**config.mk**
```make
export PLATFORM = sky130hd
export DESIGN_NAME = des_dec_key_sched
export DESIGN_NICKNAME = d
export VERILOG_FILES = /design/src/rtl/des_dec_key_sched.sv
export SDC_FILE = /design/constraint.sdc
export NUM_CORES = 1
export LEC_CHECK = 0
export CORE_MARGIN = 1.5
export CORE_UTILIZATION = 49
export DETAILED_ROUTE_END_ITERATION = 16
export PLACE_DENSITY_LB_ADDON = 0.2
export SLEW_MARGIN = 20
export SYNTH_ARGS = -nofsm -noshare
export SYNTH_HDL_FRONTEND = slang
export SYNTH_SLANG_ARGS = --single-unit
```
**constraint.sdc**
```tcl
create_clock -name clk -period 5.8 [get_ports clk]
set_input_delay 1.16 -clock clk [delete_from_list [all_inputs] [get_ports clk]]
set_output_delay 1.16 -clock clk [all_outputs]
set_load 0.02 [all_outputs]
```
**src/rtl/des_dec_key_sched.sv**
```systemverilog
// Iterative DES key schedule, decrypt order: presents K16 first down to K1, one per transfer.
// Optional load-time odd-parity key check is enabled by defining DES_KEY_PARITY_CHK_EN.
module des_dec_key_sched (
    input  logic        clk,
    input  logic        rst,
    input  logic [63:0] key_in,
    input  logic        key_load,
    output logic        key_busy,
    output logic [47:0] subkey,
    output logic [3:0]  subkey_round,
    output logic        subkey_valid,
    input  logic        subkey_ready,
    output logic        done,
`ifdef DES_KEY_PARITY_CHK_EN
    output logic        parity_err,
`endif
    output logic        state_dbg
);

    typedef enum logic {IDLE = 1'b0, EMIT = 1'b1} state_t;

    // DES bit numbers (1 = MSB) selected by PC-1 (C half then D half) and by PC-2.
    localparam int PC1 [56] = '{
        57, 49, 41, 33, 25, 17,  9,  1, 58, 50, 42, 34, 26, 18,
        10,  2, 59, 51, 43, 35, 27, 19, 11,  3, 60, 52, 44, 36,
        63, 55, 47, 39, 31, 23, 15,  7, 62, 54, 46, 38, 30, 22,
        14,  6, 61, 53, 45, 37, 29, 21, 13,  5, 28, 20, 12,  4
    };
    localparam int PC2 [48] = '{
        14, 17, 11, 24,  1,  5,  3, 28, 15,  6, 21, 10,
        23, 19, 12,  4, 26,  8, 16,  7, 27, 20, 13,  2,
        41, 52, 31, 37, 47, 55, 30, 40, 51, 45, 33, 48,
        44, 49, 39, 56, 34, 53, 46, 42, 50, 36, 29, 32
    };

    state_t      state;
    logic [27:0] c, d;
    logic [3:0]  cnt;
    logic [55:0] pc1_out;
    logic [55:0] cd;
    logic        rot_one;
    logic [27:0] c_next, d_next;

    always_comb begin
        pc1_out = '0;
        for (int j = 0; j < 56; j++) pc1_out[6'(55 - j)] = key_in[6'(64 - PC1[j])];
    end

    assign cd = {c, d};

    always_comb begin
        subkey = '0;
        for (int k = 0; k < 48; k++) subkey[6'(47 - k)] = cd[6'(56 - PC2[k])];
    end

    // Undo the encrypt left shift of round cnt+1: rounds 1, 2, 9 and 16 shift by one.
    assign rot_one = (cnt == 4'd0) || (cnt == 4'd1) || (cnt == 4'd8) || (cnt == 4'd15);
    assign c_next  = rot_one ? {c[0], c[27:1]} : {c[1:0], c[27:2]};
    assign d_next  = rot_one ? {d[0], d[27:1]} : {d[1:0], d[27:2]};

`ifdef DES_KEY_PARITY_CHK_EN
    logic par_ok;
    always_comb begin
        par_ok = 1'b1;
        for (int i = 0; i < 8; i++) if (!(^key_in[i*8 +: 8])) par_ok = 1'b0;
    end
`endif

    // Handshake: a subkey transfers on a rising edge where subkey_valid && subkey_ready;
    // subkey and subkey_round stay stable while valid is high and ready is low.
    always_ff @(posedge clk or posedge rst) begin
        if (rst) begin
            state <= IDLE;
            c     <= '0;
            d     <= '0;
            cnt   <= '0;
            done  <= 1'b0;
`ifdef DES_KEY_PARITY_CHK_EN
            parity_err <= 1'b0;
`endif
        end else begin
            done <= 1'b0;
            case (state)
                IDLE: begin
                    if (key_load) begin
`ifdef DES_KEY_PARITY_CHK_EN
                        if (par_ok) begin
                            parity_err <= 1'b0;
                            c     <= pc1_out[55:28];
                            d     <= pc1_out[27:0];
                            cnt   <= 4'd15;
                            state <= EMIT;
                        end else begin
                            parity_err <= 1'b1;
                        end
`else
                        c     <= pc1_out[55:28];
                        d     <= pc1_out[27:0];
                        cnt   <= 4'd15;
                        state <= EMIT;
`endif
                    end
                end
                EMIT: begin
                    if (subkey_ready) begin
                        if (cnt == 4'd0) begin
                            state <= IDLE;
                            done  <= 1'b1;
                        end else begin
                            c   <= c_next;
                            d   <= d_next;
                            cnt <= cnt - 4'd1;
                        end
                    end
                end
                default: state <= IDLE;
            endcase
        end
    end

    assign key_busy     = (state == EMIT);
    assign subkey_valid = (state == EMIT);
    assign subkey_round = cnt;
    assign state_dbg    = state;

endmodule

```
# Yosys cells after proc, flatten, opt, wreduce, memory -nomap -nowiden
# Cells that the tools add are included.
# totals
out_inout_bits	56
word_cells	39
memories	0
inputBits	68
reg_bits	62
ramBits	0
mem_bits_ro	0
latch_bits	0
# op_classes
eq_ne	6
addsub	1
multipliers	0
n_reduce_logical	5
magnitude_cmp	0
shifts	0
bitwise	1
mux	21
div	0
# ops
operator	n
$mux W28	8
$pmux W28 S2	2
$mux W4	3
$eq A4 B4 Y1 const B	2
$pmux W4 S2	1
$mux W1	6
$ne A2 B2 Y1 const B	3
$eq A4 B1 Y1 const B	1
$logic_not A4 Y1	1
$sub A4 B1 Y4 const B	1
$logic_or A1 B1 Y1	3
$reduce_and A3 Y1	1
$pmux W1 S2	1
$not A1 Y1	1

# Depth between registers and ports, before layout
# Gate-level depths: netlist of the first run.
# logic_depth
word_depth	8
ltp_mapped	8
depth_no_buf	6

# Worst setup path before layout of the first run
# OpenSTA, ideal clock, no wires.
# synth_path
path_kind	input-to-reg
start	in subkey_ready
end	reg c[15]
cell_stages	5
path_slack_ns	3.820
t_arrival_ns	1.906
setup_time_ns	0.074
cell_sequence	and2_1 -> nand2_1 -> buf_4 -> buf_6 -> o21ai_2
# synth_between
elab_chain_cells	2
# synth_rtl
element	line_no	text
start: declaration	12	input logic subkey_ready,
$ne A2 B2 Y1 (no line)	-	
$reduce_and A3 Y1 (no line)	-	
end signal: assignment	97	c <= pc1_out[55:28];
end signal: assignment	110	c <= c_next;
end: declaration	37	logic [27:0] c, d;
# Every way passes these cells.
# A chain may end at the register's enable or synchronous reset.

# Final worst setup path of the first run
# layout_path
start	reg cnt[2] (netlist: subkey_round[2])
end	out subkey_round[2]
# layout_lines
element	line_no	text
start: declaration	38	logic [3:0] cnt;
start signal: assignment	112	cnt <= cnt - 4'd1;
end: declaration	10	output logic [3:0] subkey_round,
# No word-level cell between the ends.

==> impl_metrics.tcl, run 1 <==
set metrics [dict create \
    status "complete, no violations" \
    path_delay_family "buffers and inverters" \
    areaGrowthSynthToFinish_pct 10.8 \
    routed_via_density 5.03 \
    grt_pass1_vias 2166 \
    drt-initial-drc-count 153 \
    initial_utilization 0.508 \
    post_cts_buffers 0 \
    slew_headroom 0.396 \
    clock_skew_ns 0.00748 \
    synth.most_common_cell "dfrtp_1" \
    wire_per_inst_um 13.5 \
    fp.dieW_um 87.1 \
    grt.total_usage 0.174 \
    synth_top_cell_by_area "dfrtp_1" \
    cts_made_buffers 9 \
    critical_path_required_ns 4.64 \
    synth_edf_count 0 \
    p_leak_nw 1.68 \
    holdWs_ns 0.513 \
    slowest_stage "clkdlybuf4s50_1" \
    worstPathCellList "clkdlybuf4s50_1" \
    path_class "reg -> out" \
    crit_path_end_kind "output pin" \
    setup_viol 0 \
    cts.htree.levels 3 \
    fmax_mhz 382 \
    layout_min_cycle_time_ns 2.62 \
    vdd_ir_drop_max_mv 0.674 \
    port-buffer-count 53 \
    place.gp.congestion 0.689 \
    fin_nets 420 \
    ctsResizeCount 0 \
    cts_hold_buf 0 \
    dieArea_sq_um 7590 \
    synth_top_area_share 0.447 \
    dieHeight_um 87.1 \
    root_buffer "clkbuf_8" \
    ant_nets 0 \
    synth-seq-cells 62 \
    synth.distinct_cells 29 \
    drive_gt1_frac 0.0989 \
    grt_pass1_wl_mm 10.2 \
    tightest_slew_ns 0.906 \
    synthCells 329 \
    max-clock-path-buffers 2 \
    antenna_found_initial 0 \
    ys_top_cells_by_area "dfrtp_1 (45%), mux2i_1 (16%), buf_4 (11%)" \
    rsz0062_at_grt "false" \
    n_antenna_cell 0 \
    grt_max_degree 63 \
    crit_path_max_incr_delay_ns 0.65 \
    synth-async-reset-ratio 1.00 \
    crit_fanout 7 \
    hold_class "reg -> reg" \
    cts_tree "built" \
    clk_latency_ns 0.35 \
    fin_setup_tns_ns 0 \
    syn_avg_cell_area_sq_um 10.5 \
    drc_errors 0 \
    path_buf_inv 1 \
    core_area_sq_um 6830 \
    worst_setup_path_start_kind "flop" \
    clkTransAtPathRegs_ns 0.07 \
    clkSinkCount 62 \
    p_per_area_nw_per_um2 564 \
    dp_hpwl_mm 3.62 \
    rows 30 \
    drv_slew 0 \
    maxCapViolations 0 \
    io_pins 124 \
    vias 2262 \
    yosys_most_used_dff "dfrtp_1" \
    netlist_area_sq_um 3470 \
    hold_violations 0 \
    synth_warnings 0 \
    dr.pass1.iters 4 \
    seq_area_frac_synth 0.447 \
    wirelength_mm 6.07 \
    worst_ep_arrival_time_ns 1.46 \
    fin_crit_sh 0.452 \
    grt_overflow 0 \
    synth_top_cells_by_count "dfrtp_1 (62), mux2i_1 (56), buf_4 (52)" \
]
## cell type report
type,count,area [sq um]
fill,638,2990
sequential,62,1550
multi-input combinational,215,1420
timing repair buffer,58,568
clock buffer,10,138
tap,96,120
clock inverter,6,37.5
inverter,3,11.3
## sequential cells by signal, summed over array words and instances, names as in the netlist
name,cells
d,28
subkey_round,4
key_busy,1
c,28
done,1
## cell usage in the layout, fill, tap and decap left out, types with 5 or more instances in the layout
cell,instances
dfrtp_1,62
clkdlybuf4s50_1,53
a22oi_1,16
clkbuf_8,10
o21ai_2,9
buf_4,5
o21ai_1,48
conb_1,22
nand2_1,42
mux2i_1,56
## final timing paths
kind                            startpoint              end  slack (ns)  depth (start not counted)
hold reg to reg                      c[22]            c[22]        0.51                          2
min in group asynchronous              rst            c[15]        1.34                          3
max in group asynchronous              rst            c[20]        3.91                          3
setup reg to reg           subkey_round[0]            c[16]        3.57                          7
setup / recovery           subkey_round[2]  subkey_round[2]        3.18                          1
hold / removal                       c[22]            c[22]        0.51                          2
## metrics by stage
step	util	setup WS, ns	total power (W)	area (sq um)	instances
finish	0.562	3.18	0.00217	3840	450
CTS	0.562	3.17	0.00219	3840	450
detailed placement	0.537	2.89	0.00185	3670	434
global placement	0.537	2.89	0.00183	3670	434
floorplan	-	3.10	0.00175	3550	350
global route	0.562	3.10	0.00232	3840	450
## cells by family (layout without fill, tap and decap cells)
| group | after synthesis | in the layout | synth area share |
|---|---|---|---|
| compound gates | 79 | 79 | 0.141 |
| buf+inv | 73 | 77 | 0.170 |
| flops | 62 | 62 | 0.447 |
| mux | 56 | 56 | 0.162 |
| simple gates | 54 | 54 | 0.0657 |
| fa+ha+maj | 3 | 3 | 0.0108 |
| other cells | 1 | 22 | 0.00108 |
| xor+xnor | 1 | 1 | 0.00253 |
## metal layers
layer,GRT usage,share of wire,vias to the layer above
li1,-,-,1103
met1,0.222,0.48,1095
met2,0.280,0.46,51
met3,0.0360,0.044,13
met4,0.0866,0.022,0
met5,0,0,-
## power by group
part	internal [W]	total, W	switching [W]
sequential	0.000610	0.000777	0.000167
clock	0.000164	0.000339	0.000175
combinational	0.000491	0.00105	0.000557
(Power assumes the default switching activity.)
==> run 2: changes to the inputs <==
CORE_UTILIZATION = 41   (was 49)
clock period = 2.34 ns   (was 5.8 ns; I/O delays follow)
==> run 2 against run 1 <==
Compared with the run above: flip-flop and latch count stayed put; cell count is 2.9% higher; via count is 0.71% higher; clock skew is 0.0028 ns lower; sequential power is 150% higher; wire length is 4.5% higher; combinational power grew to 2.6 times the previous value; critical path depth stayed put.
==> impl_metrics.tcl, run 2 (synthesis results as in run 1) <==
set metrics [dict create \
    clkSinkCount 62 \
    worst_setup_path_start_kind "flop" \
    areaGrowthSynthToFinish_pct 14.9 \
    critical_path_required_ns 1.87 \
    fmax_mhz 526 \
    post_cts_buffers 0 \
    path_class "reg -> out" \
    crit_path_end_kind "output pin" \
    clkTransAtPathRegs_ns 0.07 \
    p_per_area_nw_per_um2 1420 \
    fin_area_sq_um 3980 \
    n_antenna_cell 0 \
    ant_nets 0 \
    cts_hold_buf 0 \
    worst_ep_arrival_time_ns 1.43 \
    wirelength_mm 6.34 \
    drt-initial-drc-count 85 \
    grt_pass1_wl_mm 10.6 \
    rsz0062_at_grt "false" \
    routed_via_density 4.92 \
    p_leak_nw 1.74 \
    wire_per_inst_um 13.7 \
    rows 33 \
    antenna_found_initial 0 \
    hold_violations 0 \
    maxCapViolations 0 \
    fin_crit_sh 0.812 \
    grt_max_degree 57 \
    cts.htree.levels 3 \
    path_buf_inv 1 \
    clock_skew_ns 0.00469 \
    initial_utilization 0.422 \
    cts_tree "built" \
    tightest_slew_ns 0.507 \
    fin_setup_tns_ns 0 \
    slowest_stage "clkdlybuf4s50_1" \
    dieHeight_um 95.0 \
    worstPathCellList "clkdlybuf4s50_1" \
    fin_nets 424 \
    grt.total_usage 0.151 \
    dp_hpwl_mm 4.18 \
    fp.dieW_um 95.0 \
    cts_made_buffers 9 \
    status "complete, no violations" \
    crit_path_max_incr_delay_ns 0.65 \
    setup_viol 0 \
    vias 2278 \
    layout_common_cells "dfrtp_1 (62), mux2i_1 (56), clkdlybuf4s50_1 (53)" \
    io_pins 124 \
    root_buffer "clkbuf_8" \
    clk_latency_ns 0.32 \
    slew_headroom 0.661 \
    grt_pass1_vias 2190 \
    ctsResizeCount 0 \
    placed_area_sq_um 3760 \
    drv_slew 0 \
    grt_overflow 0 \
    core_area_sq_um 8220 \
    place.gp.congestion 0.713 \
    drc_errors 0 \
    crit_fanout 7 \
    path_delay_family "buffers and inverters" \
    dieArea_sq_um 9020 \
    port-buffer-count 53 \
    hold_class "in -> async" \
    drive_gt1_frac 0.112 \
    dr.pass1.iters 4 \
    layout_commonest_cell "dfrtp_1" \
    vdd_ir_drop_max_mv 0.699 \
    max-clock-path-buffers 2 \
    finish.utilization 0.485 \
    layout_min_cycle_time_ns 1.90 \
]
[run 2: changes by cell type in the layout (fill, tap and decap cells not counted), sizes merged]
cell      previous run  this run
clkinvlp             3         2
bufinv               0         2
clkinv               3         2
buf                  5         9
[run 2: path summary, 6_finish.rpt]
path | startpoint | end | slack, ns | depth (start not counted)
setup / recovery | subkey_round[2] | subkey_round[2] | 0.44 | 1
hold / removal | rst | c[12] | 0.49 | 2
setup reg to reg | subkey_round[0] | d[7] | 0.44 | 6
hold reg to reg | c[11] | c[11] | 0.51 | 2
max in group asynchronous | rst | d[13] | 1.36 | 3
min in group clk | c[11] | c[11] | 0.51 | 2
[run 2: area by class of cell]
type,instances,area (sq um)
fillers,797,4230
repair buffers,62,648
well taps,105,131
inverters,3,11.3
flip-flops and latches,62,1550
clock buffers,10,138
multi-input cells,215,1420
clock inverters,6,85.1
[run 2: per-layer routing]
layer,up-vias,track usage,part of all wire
met1,1124,0.202,0.47
met3,2,0.0330,0.037
met2,36,0.238,0.49
li1,1116,-,-
met5,-,0,0
met4,0,0.0597,0.0039
[run 2: stage by stage]
step	cells	hold WS, ns	setup slack (ns)	total power, W
3_3_place_gp	447	0.491	0.398	0.00462
4_1_cts	463	0.491	0.423	0.00573
6_report	463	0.493	0.439	0.00566
5_1_grt	463	0.540	0.295	0.00605
3_5_place_dp	447	0.501	0.375	0.00467
2_1_floorplan	350	0.468	0.331	0.00433
[run 2: power by group]
group | internal, W | leakage (nW) | switching [W]
sequential | 0.00151 | 0.832 | 0.000418
combinational | 0.00127 | 0.804 | 0.00142
clock | 0.000625 | 0.108 | 0.000414
total | 0.00341 | 1.74 | 0.00225
